<file path="src/rtl/oled_spi_tx_pkg.sv">
// Shared types and constants for the SSD1306 OLED SPI transmitter.
// Holds the controller state encoding and common panel command bytes.
package oled_pkg;

  typedef enum logic [1:0] {
    RST_LOW  = 2'd0,
    RST_WAIT = 2'd1,
    IDLE     = 2'd2,
    SHIFT    = 2'd3
  } oled_state_e;

  localparam logic [7:0] DISPLAY_OFF = 8'hAE;
  localparam logic [7:0] DISPLAY_ON  = 8'hAF;

  function automatic int unsigned max3(input int unsigned a, input int unsigned b,
                                       input int unsigned c);
    int unsigned m;
    m = (a > b) ? a : b;
    m = (m > c) ? m : c;
    return m;
  endfunction

endpackage

</file>
<file path="src/rtl/oled_spi_tx_if.sv">
// Byte stream handshake into the OLED transmitter (valid/ready, MSB-first byte + D/C flag).
interface oled_spi_tx_if;
  logic [7:0] s_data;
  logic       s_dc;
  logic       s_valid;
  logic       s_ready;

  modport master (output s_data, output s_dc, output s_valid, input s_ready);
  modport slave  (input s_data, input s_dc, input s_valid, output s_ready);
endinterface

</file>
<file path="src/rtl/oled_tick_gen.sv">
// Divide-by-CLK_DIV phase tick generator; a restart pulse realigns the phase
// so the first tick lands exactly CLK_DIV cycles after the restart.
module oled_tick_gen #(
  parameter int CLK_DIV = 4,
  parameter int CNT_W   = 4
) (
  input  logic clk,
  input  logic rst_n,
  input  logic i_restart,
  output logic o_tick
);

  localparam logic [CNT_W-1:0] LAST = CNT_W'(CLK_DIV - 1);

  logic [CNT_W-1:0] r_cnt;

  // Phase counter, cleared on restart and at each tick
  always_ff @(posedge clk or negedge rst_n) begin
    if (!rst_n) begin
      r_cnt <= '0;
    end else if (i_restart) begin
      r_cnt <= '0;
    end else if (r_cnt == LAST) begin
      r_cnt <= '0;
    end else begin
      r_cnt <= r_cnt + CNT_W'(1);
    end
  end

  assign o_tick = !i_restart && (r_cnt == LAST);

endmodule

</file>
<file path="src/rtl/oled_spi_tx.sv">
// SPI mode-0 byte transmitter for the SSD1306 OLED, with optional panel
// power-up reset sequence enabled by OLED_SPI_TX_PWRUP_RST_EN.
module oled_spi_tx #(
  parameter int CLK_DIV         = 4,
  parameter int RST_LOW_CYCLES  = 1000,
  parameter int RST_WAIT_CYCLES = 1000
) (
  input  logic          clk,
  input  logic          rst_n,
  oled_spi_tx_if.slave  s,
  output logic          busy,
  output logic          init_done,
  output logic          oled_nrst,
  output logic          oled_dc,
  output logic          oled_sclk,
  output logic          oled_sdin
);

  import oled_pkg::*;

  localparam int unsigned MAXC = max3(CLK_DIV, RST_LOW_CYCLES, RST_WAIT_CYCLES);
  localparam int          CW   = $clog2(MAXC) + 1;

`ifdef OLED_SPI_TX_PWRUP_RST_EN
  localparam logic [CW-1:0] LOW_LAST    = CW'(RST_LOW_CYCLES);
  localparam logic [CW-1:0] WAIT_LAST   = CW'(RST_WAIT_CYCLES - 1);
  localparam oled_state_e   RESET_STATE = RST_LOW;
`else
  localparam oled_state_e   RESET_STATE = IDLE;
`endif

  oled_state_e r_state, w_state_nx;
`ifdef OLED_SPI_TX_PWRUP_RST_EN
  logic [CW-1:0] r_cnt, w_cnt_nx;
`endif
  logic [2:0] r_bit_cnt, w_bit_cnt_nx;
  logic [7:0] r_shreg, w_shreg_nx;
  logic r_sclk, w_sclk_nx;
  logic r_sdin, w_sdin_nx;
  logic r_dc, w_dc_nx;
  logic r_nrst, w_nrst_nx;
  logic r_ready, w_ready_nx;
  logic r_init_done, w_init_done_nx;
  logic r_busy, w_busy_nx;
  logic w_accept;
  logic w_restart;
  logic w_tick;

  oled_tick_gen #(
    .CLK_DIV (CLK_DIV),
    .CNT_W   (CW)
  ) u_tick (
    .clk       (clk),
    .rst_n     (rst_n),
    .i_restart (w_restart),
    .o_tick    (w_tick)
  );

  assign w_accept = s.s_valid && r_ready && (r_state == IDLE);

  // Next-state and next-output logic for the power-up / idle / shift controller
  always_comb begin
    w_state_nx     = r_state;
`ifdef OLED_SPI_TX_PWRUP_RST_EN
    w_cnt_nx       = r_cnt;
    w_nrst_nx      = r_nrst;
    w_init_done_nx = r_init_done;
`else
    w_nrst_nx      = 1'b1;
    w_init_done_nx = 1'b1;
`endif
    w_bit_cnt_nx   = r_bit_cnt;
    w_shreg_nx     = r_shreg;
    w_sclk_nx      = r_sclk;
    w_sdin_nx      = r_sdin;
    w_dc_nx        = r_dc;
    w_restart      = 1'b0;

    case (r_state)
`ifdef OLED_SPI_TX_PWRUP_RST_EN
      RST_LOW: begin
        w_nrst_nx = 1'b0;
        w_sclk_nx = 1'b0;
        if (r_cnt == LOW_LAST) begin
          w_state_nx = RST_WAIT;
          w_cnt_nx   = '0;
          w_nrst_nx  = 1'b1;
        end else begin
          w_cnt_nx   = r_cnt + CW'(1);
        end
      end
      RST_WAIT: begin
        w_sclk_nx = 1'b0;
        if (r_cnt == WAIT_LAST) begin
          w_state_nx     = IDLE;
          w_cnt_nx       = '0;
          w_init_done_nx = 1'b1;
        end else begin
          w_cnt_nx       = r_cnt + CW'(1);
        end
      end
`endif
      IDLE: begin
        w_sclk_nx = 1'b0;
        if (w_accept) begin
          w_state_nx   = SHIFT;
          w_shreg_nx   = {s.s_data[6:0], 1'b0};
          w_sdin_nx    = s.s_data[7];
          w_dc_nx      = s.s_dc;
          w_bit_cnt_nx = 3'd0;
          w_restart    = 1'b1;
        end else begin
          w_state_nx   = IDLE;
        end
      end
      SHIFT: begin
        if (w_tick) begin
          if (!r_sclk) begin
            w_sclk_nx = 1'b1;
          end else begin
            // Falling edge closes a bit; the 3-bit counter wraps to 0 after bit 7
            w_sclk_nx    = 1'b0;
            w_bit_cnt_nx = r_bit_cnt + 3'd1;
            if (r_bit_cnt == 3'd7) begin
              w_state_nx = IDLE;
            end else begin
              w_sdin_nx  = r_shreg[7];
              w_shreg_nx = {r_shreg[6:0], 1'b0};
            end
          end
        end else begin
          w_sclk_nx = r_sclk;
        end
      end
      default: begin
        w_state_nx = IDLE;
        w_sclk_nx  = 1'b0;
      end
    endcase

    w_ready_nx = (w_state_nx == IDLE);
    w_busy_nx  = (w_state_nx != IDLE);
  end

  // State and registered panel/handshake outputs
  always_ff @(posedge clk or negedge rst_n) begin
    if (!rst_n) begin
      r_state     <= RESET_STATE;
`ifdef OLED_SPI_TX_PWRUP_RST_EN
      r_cnt       <= '0;
`endif
      r_bit_cnt   <= 3'd0;
      r_shreg     <= 8'd0;
      r_sclk      <= 1'b0;
      r_sdin      <= 1'b0;
      r_dc        <= 1'b0;
      r_nrst      <= 1'b0;
      r_ready     <= 1'b0;
      r_init_done <= 1'b0;
      r_busy      <= 1'b1;
    end else begin
      r_state     <= w_state_nx;
`ifdef OLED_SPI_TX_PWRUP_RST_EN
      r_cnt       <= w_cnt_nx;
`endif
      r_bit_cnt   <= w_bit_cnt_nx;
      r_shreg     <= w_shreg_nx;
      r_sclk      <= w_sclk_nx;
      r_sdin      <= w_sdin_nx;
      r_dc        <= w_dc_nx;
      r_nrst      <= w_nrst_nx;
      r_ready     <= w_ready_nx;
      r_init_done <= w_init_done_nx;
      r_busy      <= w_busy_nx;
    end
  end

  assign s.s_ready = r_ready;
  assign busy      = r_busy;
  assign init_done = r_init_done;
  assign oled_nrst = r_nrst;
  assign oled_dc   = r_dc;
  assign oled_sclk = r_sclk;
  assign oled_sdin = r_sdin;

endmodule

</file>
<file path="src/flat_wrapper.sv">
// flat-port wrapper written by rule: the top's interface ports become plain ports
module oled_spi_tx_flat import oled_pkg::*;
#(
  parameter int CLK_DIV         = 4,
  parameter int RST_LOW_CYCLES  = 1000,
  parameter int RST_WAIT_CYCLES = 1000
)
  (clk, rst_n, busy, init_done, oled_nrst, oled_dc, oled_sclk, oled_sdin, s_s_data, s_s_dc, s_s_valid, s_s_ready);
  oled_spi_tx_if s_i ();
  input  logic clk;
  input  logic rst_n;
  output logic busy;
  output logic init_done;
  output logic oled_nrst;
  output logic oled_dc;
  output logic oled_sclk;
  output logic oled_sdin;
  input wire logic [$bits(s_i.s_data)-1:0] s_s_data;
  input wire logic [$bits(s_i.s_dc)-1:0] s_s_dc;
  input wire logic [$bits(s_i.s_valid)-1:0] s_s_valid;
  output wire logic [$bits(s_i.s_ready)-1:0] s_s_ready;
  assign s_i.s_data = s_s_data;
  assign s_i.s_dc = s_s_dc;
  assign s_i.s_valid = s_s_valid;
  assign s_s_ready = s_i.s_ready;
  oled_spi_tx #(.CLK_DIV(CLK_DIV), .RST_LOW_CYCLES(RST_LOW_CYCLES), .RST_WAIT_CYCLES(RST_WAIT_CYCLES)) u_core (.clk(clk), .rst_n(rst_n), .s(s_i), .busy(busy), .init_done(init_done), .oled_nrst(oled_nrst), .oled_dc(oled_dc), .oled_sclk(oled_sclk), .oled_sdin(oled_sdin));
endmodule
</file>
<file path="config.mk">
export PLATFORM = sky130hd
export DESIGN_NAME = oled_spi_tx_flat
export DESIGN_NICKNAME = d
export VERILOG_FILES = /design/src/rtl/oled_spi_tx_pkg.sv /design/src/rtl/oled_spi_tx_if.sv /design/src/rtl/oled_tick_gen.sv /design/src/rtl/oled_spi_tx.sv /design/src/flat_wrapper.sv
export SDC_FILE = /design/constraint.sdc
export NUM_CORES = 1
export LEC_CHECK = 0
export ABC_AREA = 1
export CAP_MARGIN = 30
export CORE_MARGIN = 1.5
export CORE_UTILIZATION = 29
export DETAILED_ROUTE_END_ITERATION = 10
export GPL_TIMING_DRIVEN = 0
export PLACE_DENSITY = 0.57
export SLEW_MARGIN = 0
export SYNTH_ARGS = -nofsm -noshare
export SYNTH_HDL_FRONTEND = slang
export SYNTH_SLANG_ARGS = --single-unit
</file>
<file path="constraint.sdc">
create_clock -name clk -period 2.2 [get_ports clk]
set_input_delay 0.44 -clock clk [delete_from_list [all_inputs] [get_ports clk]]
set_output_delay 0.44 -clock clk [all_outputs]
set_load 0.05 [all_outputs]
</file>
==> out/results.ini, run 1 <==
[run_status]
outcome=finished, final reports clean

[floorplanning]
dieArea_um2=5510
die_y_um=74.3
die_x_um=74.3
num_rows=25
initial_core_util=0.306
io_pins=19
coreArea_um2=4820

[timing]
relSlewSlack=0.612
hold_slack_ns=0.470
layout_min_cycle_time_ns=2.03
finalSetupViolCount=0
rsz0062_at_grt=false
finalHoldViolCount=0
finalClockSkew_ns=0.00752
layout_setup_ws_ns=0.174
fin_crit_sh=0.921
fin_tns_setup_ns=0
slew_viol_final=0
tightest_slew_ns=0.580
fmax_mhz=494

[synthesis]
syn-cell-area_um2=1470
synth.top_cells.by_count=nand2_1, dfrtp_1, nor2_1
synth.distinct_cells=28
synth_top_cell_area_share=0.459
synth_area_leaders=dfrtp_1, nand2_1, nand3_1
synth_area_per_cell_um2=8.05
synth_edf_count=0
synthCells=183
async_reset_ff_frac=1.00
yosysMostFrequentCell=nand2_1
ys_seq_area_frac=0.494
ys_seq_elements=29
ys.flop_type=dfrtp_1
yosys.area.top_type=dfrtp_1
ys.warnings.count=0

[hold_path]
hp-class=reg -> reg
worstHoldStart=u_core.r_shreg[5]
hold_end=u_core.r_shreg[5]
holdPathStages=2

[critical_path]
worst-path-max-fanout=1
rr_endpoint=u_core.r_shreg[6]
worst_ep_arrival_time_ns=1.59
rr_worst_depth=8
crit_type=reg -> out
regToRegSetupSlack_ns=0.58
crit_family=buffers and inverters
cp_cell_sequence=clkdlybuf4s50_1
slowest_delay_ns=0.79
start_kind=flip-flop
slowest_stage=clkdlybuf4s50_1
cp.required_ns=1.76
path_buf_inv=1
cp-end-kind=output port
timing.rr.start=u_core.r_bit_cnt[0]
startpoint=u_core.busy

[clock_network]
worstSkewPairLatency_ns=0.28
cts_resized=0
numClockSinks=29
hold_buffers=0
cts_made_buffers=5
cts_setup_buffers=0
clk_path_buf_depth=2
cts_tree=done
clk_pin_slew_ns=0.06
cts_root_buffer=clkbuf_8
htreeDepth=2

[power_and_ir_drop]
ir_worst_vdd_mv=0.707
power.density_nw_per_um2=1150
p_leak_nw=0.930

[global_route]
grt.total_usage=0.127
grt_pass1_wl_um=5220
grt-ovfl-total=0
antenna_found_initial=0
grt_pass1_vias=1137
grt_max_degree=19

[job]
max-cap-violations=0

[final_layout]
drive_gt1_frac=0.128
utilization=0.385
seqCellArea_um2=728
area.growth.synth_to_final_pct=26.1
fin_nets=225
multi_input_area_um2=663
antenna-diode-count=0
stdcell_count=278
n_fill_cell=529

[place]
finalWeightedCongestion=0.778
placed_cells=270
pre_cts_ws_ns=0.336
dp_hpwl_um=2110
io_buffers=18

[routing]
drt_first_iter_violations=68
routed_via_density=4.31
vias=1198
totalWireLength_um=2930
drc=0
wl_per_cell_um=10.5
ant_nets=0
drtPass1Iterations=4

==> placed cells by master (no fill, tap or decap), drive strengths merged <==
cell type,instances
dfrtp,27
o22ai,1
clkdlybuf4s50,18
xor2,2
buf,5
conb,2
o21bai,2
o21ai,2
clkinv,1
nor2,23
nor3,3
nand3,18
nand2,70
clkbuf,7
a21oi,4
nor4,1
nor3b,1
ha,3
dfstp,2
inv,15
nand4,3
nand3b,1
==> power by group <==
part,internal [mW],total (mW),switching [mW]
logic,0.288,0.809,0.522
registers,0.714,0.851,0.137
clock network,0.282,0.480,0.198
total,1.28,2.14,0.857
==> metal layers <==
metal  part of all wire  global-route usage  wire length, um  up-vias
li1                   -                   -                -      626
met1               0.52               0.179             1510      547
met2               0.42               0.179             1240       17
met3              0.037              0.0379              109        8
met4              0.022              0.0606               63        0
met5                  0                   0                0        -
==> how the worst max path moves through the flow <==
stage                              endpoint  slack [ns]  depth (start not counted)
final                                  busy        0.17                          1
after global routing                   busy        0.13                          1
after CTS                              busy        0.16                          1
after detailed placement  u_core.r_shreg[2]        0.34                          8
after global placement    u_core.r_shreg[5]        0.12                          1
after floorplan            u_core.oled_sdin        0.69                          7
==> area by class of cell <==
cell class,count,share of cell area
well taps,67,0.0451
multi-input cells,136,0.357
clock buffers,7,0.0519
flip-flops and latches,29,0.392
plain buffers,4,0.0155
clock inverters,1,0.00270
inverters,15,0.0303
repair buffers,19,0.105
==> cells by family after synthesis <==
group / count (synthesis) / share of synthesized area
AND/OR/NAND/NOR: 120 / 0.361
buffers and inverters: 19 / 0.0578
adder cells (fa/ha/maj): 3 / 0.0255
flip-flops: 29 / 0.494
AO/OA/AOI/OAI: 9 / 0.0467
XOR/XNOR: 2 / 0.0119
other: 1 / 0.00255
==> worst register-to-register path, stage by stage, from the launching register on <==
cell and delay [ns]:
dfrtp_1 0.40, ha_1 0.20, ha_1 0.20, nand2_1 0.07
nand2_1 0.08, nor2_4 0.23, nand2_2 0.17, nand2_1 0.09
nand2_1 0.05
==> registers in the layout, indices dropped and copies added, names as in the netlist <==
signal	count
u_core.oled_sclk	1
u_core.busy	1
u_core.u_tick.r_cnt	11
u_core.r_bit_cnt	3
u_core.s.s_ready	1
u_core.oled_dc	1
u_core.r_shreg	7
u_core.oled_sdin	1
u_core.r_state	2
u_core.oled_nrst	1
==> per-stage QoR <==
| step | power, mW | instance area (um2) |
|---|---|---|
| final | 2.14 | 1860 |
| after floorplan | 1.44 | 1480 |
| after CTS | 2.17 | 1860 |
| after global routing | 2.31 | 1860 |
| after detailed placement | 1.68 | 1760 |
| after global placement | 1.66 | 1740 |
(Power assumes the default switching activity.)
==> inputs of run 2 (changes only) <==
--- a/config.mk
+++ b/config.mk
@@ -8,10 +8,10 @@
 export ABC_AREA = 1
 export CAP_MARGIN = 30
 export CORE_MARGIN = 1.5
-export CORE_UTILIZATION = 29
+export CORE_UTILIZATION = 45
 export DETAILED_ROUTE_END_ITERATION = 10
 export GPL_TIMING_DRIVEN = 0
-export PLACE_DENSITY = 0.57
+export PLACE_DENSITY = 0.77
 export SLEW_MARGIN = 0
 export SYNTH_ARGS = -nofsm -noshare
 export SYNTH_HDL_FRONTEND = slang
==> run 2 against run 1 <==
Highest routed layer unchanged. Combinational power shrank 0.6%. Clock power down 34%. Power fell by 8.0%. Setup slack got worse by 0.082 ns. Clock-buffer cell count down 2. Non-clock buffer count stayed put. Clock skew rose by 0.0022 ns. Maximum frequency is 3.9% lower. Sequential cell count is the same. Critical path depth did not move.
==> out/results.ini, run 2 (same netlist as run 1, synthesis figures left out) <==
[run_status]
outcome=finished, final reports clean  ; unchanged

[final_layout]
drive_gt1_frac=0.128  ; unchanged
final_cell_mix=nand2_1, dfrtp_1, nor2_1, clkdlybuf4s50_1, nand3_1  ; unchanged
fin_nets=225  ; unchanged
area.growth.synth_to_final_pct=21.0  ; was 26.1%
stdcell_area_um2=1780  ; was 1860 um2
largest_reg_flops=11  ; unchanged
antenna-diode-count=0  ; unchanged
regMostFlops=u_core.u_tick.r_cnt  ; unchanged
final_common_cell=nand2_1  ; unchanged
reg_top3=u_core.u_tick.r_cnt x11, u_core.r_shreg x7, u_core.r_bit_cnt x3  ; unchanged

[floorplanning]
coreArea_um2=3080  ; was 4820 um2
die_x_um=60.2  ; was 74.3 um
io_pins=19  ; unchanged
die_y_um=60.2  ; was 74.3 um
num_rows=20  ; was 25
dieArea_um2=3620  ; was 5510 um2
initial_core_util=0.478  ; was 0.306

[clock_network]
cts_tree=done  ; unchanged
htreeDepth=2  ; unchanged
numClockSinks=29  ; unchanged
cts_setup_buffers=0  ; unchanged
clk_pin_slew_ns=0.10  ; was 0.06 ns
hold_buffers=0  ; unchanged
cts_root_buffer=clkbuf_4  ; was clkbuf_8
clk_path_buf_depth=2  ; unchanged
cts_made_buffers=5  ; unchanged
worstSkewPairLatency_ns=0.34  ; was 0.28 ns
cts_resized=0  ; unchanged

[critical_path]
cp.required_ns=1.76  ; about the same
rr_worst_depth=8  ; unchanged
regToRegSetupSlack_ns=0.58  ; about the same
startpoint=u_core.busy  ; unchanged
worst-path-max-fanout=1  ; unchanged
crit_cells=1  ; unchanged
worst_ep_arrival_time_ns=1.67  ; was 1.59 ns
crit_family=buffers and inverters  ; unchanged
timing.rr.start=u_core.r_bit_cnt[0]  ; unchanged
rr_endpoint=u_core.r_shreg[3]  ; was u_core.r_shreg[6]
start_kind=flip-flop  ; unchanged
slowest_stage=clkdlybuf4s50_1  ; unchanged
crit_type=reg -> out  ; unchanged
cp-end-kind=output port  ; unchanged
path_buf_inv=1  ; unchanged
cp_cell_sequence=clkdlybuf4s50_1  ; unchanged
slowest_delay_ns=0.79  ; about the same
crit_end=busy  ; unchanged

[place]
finalWeightedCongestion=0.815  ; was 0.778
pre_cts_ws_ns=0.345  ; was 0.336 ns
dp_hpwl_um=1920  ; was 2110 um
place_area_um2=1730  ; was 1760 um2
io_buffers=18  ; unchanged

[timing]
layout_setup_ws_ns=0.0926  ; was 0.174 ns
layout_min_cycle_time_ns=2.11  ; was 2.03 ns
finalHoldViolCount=0  ; unchanged
tightest_slew_ns=0.496  ; was 0.580 ns
rsz0062_at_grt=false  ; unchanged
fin_tns_setup_ns=0  ; unchanged
fmax_mhz=475  ; was 494 MHz
relSlewSlack=0.668  ; was 0.612
finalClockSkew_ns=0.00977  ; was 0.00752 ns
slew_viol_final=0  ; unchanged
finalSetupViolCount=0  ; unchanged
fin_crit_sh=0.958  ; was 0.921

[power_and_ir_drop]
power.density_nw_per_um2=1110  ; was 1150 nW/um2
power.switching_uw=849  ; was 857 uW
p_leak_nw=0.907  ; was 0.930 nW
ir_worst_vdd_mv=0.786  ; was 0.707 mV
internal-power_mw=1.12  ; was 1.28 mW
p_total_mw=1.97  ; was 2.14 mW
seq_power_share=0.430  ; was 0.398
share_comb_of_total_power=0.408  ; was 0.378
sw_frac_of_total=0.431  ; was 0.400
clockPowerShare=0.162  ; was 0.224

[global_route]
grt-ovfl-total=0  ; unchanged
grt.total_usage=0.184  ; was 0.127
grt_pass1_wl_um=4780  ; was 5220 um
grt_max_degree=21  ; was 19
antenna_found_initial=0  ; unchanged
grt_pass1_vias=1033  ; was 1137

[job]
max-cap-violations=0  ; unchanged

[routing]
totalWireLength_um=2670  ; was 2930 um
drtPass1Iterations=4  ; unchanged
vias=1224  ; was 1198
ant_nets=0  ; unchanged
drt_first_iter_violations=56  ; was 68
drc=0  ; unchanged
routed_via_density=4.80  ; was 4.31
wl_per_cell_um=10.5  ; about the same

[hold_path]
hp-class=in -> async  ; was reg -> reg

## run 2: worst min-delay path by stage
stage                       from                end  cells after the start  slack [ns]
2_1_floorplan              rst_n     u_core.oled_dc                      0        0.14
3_3_place_gp      u_core.oled_dc     u_core.oled_dc                      2        0.45
3_5_place_dp   u_core.r_shreg[1]  u_core.r_shreg[1]                      2        0.46
4_1_cts                    rst_n     u_core.oled_dc                      1        0.43
5_1_grt                    rst_n     u_core.oled_dc                      1        0.44
6_report                   rst_n     u_core.oled_dc                      1        0.42
## run 2: power by group through the flow
stage / Combinational, mW / Clock [mW] / Sequential, mW
4_1_cts: 0.813 / 0.329 / 0.845
3_3_place_gp: 0.795 / 0 / 0.851
2_1_floorplan: 0.473 / 0 / 0.965
6_report: 0.804 / 0.318 / 0.846
3_5_place_dp: 0.813 / 0 / 0.852
5_1_grt: 0.904 / 0.352 / 0.876
## run 2: final cells by class
cell class | count | area (um2)
sequential | 29 | 728
timing repair buffer | 19 | 195
buffer | 4 | 28.8
multi-input combinational | 136 | 663
clock buffer | 5 | 37.5
inverter | 15 | 56.3
tap | 44 | 55.1
clock inverter | 3 | 17.5
fill | 277 | 1300
## run 2: metal layers
metal  part of all wire  up-vias  GRT usage
met3              0.045        5     0.0584
met2               0.44       23      0.242
met4              0.023        0     0.0952
met5                  0        -          0
li1                   -      630          -
met1               0.49      566      0.266
## run 2: per-stage QoR
step | hold slack (ns) | cells | util
3_3_place_gp | 0.454 | 246 | 0.556
5_1_grt | 0.444 | 255 | 0.579
3_5_place_dp | 0.459 | 247 | 0.561
2_1_floorplan | 0.144 | 184 | -
6_report | 0.419 | 255 | 0.579
4_1_cts | 0.427 | 255 | 0.579
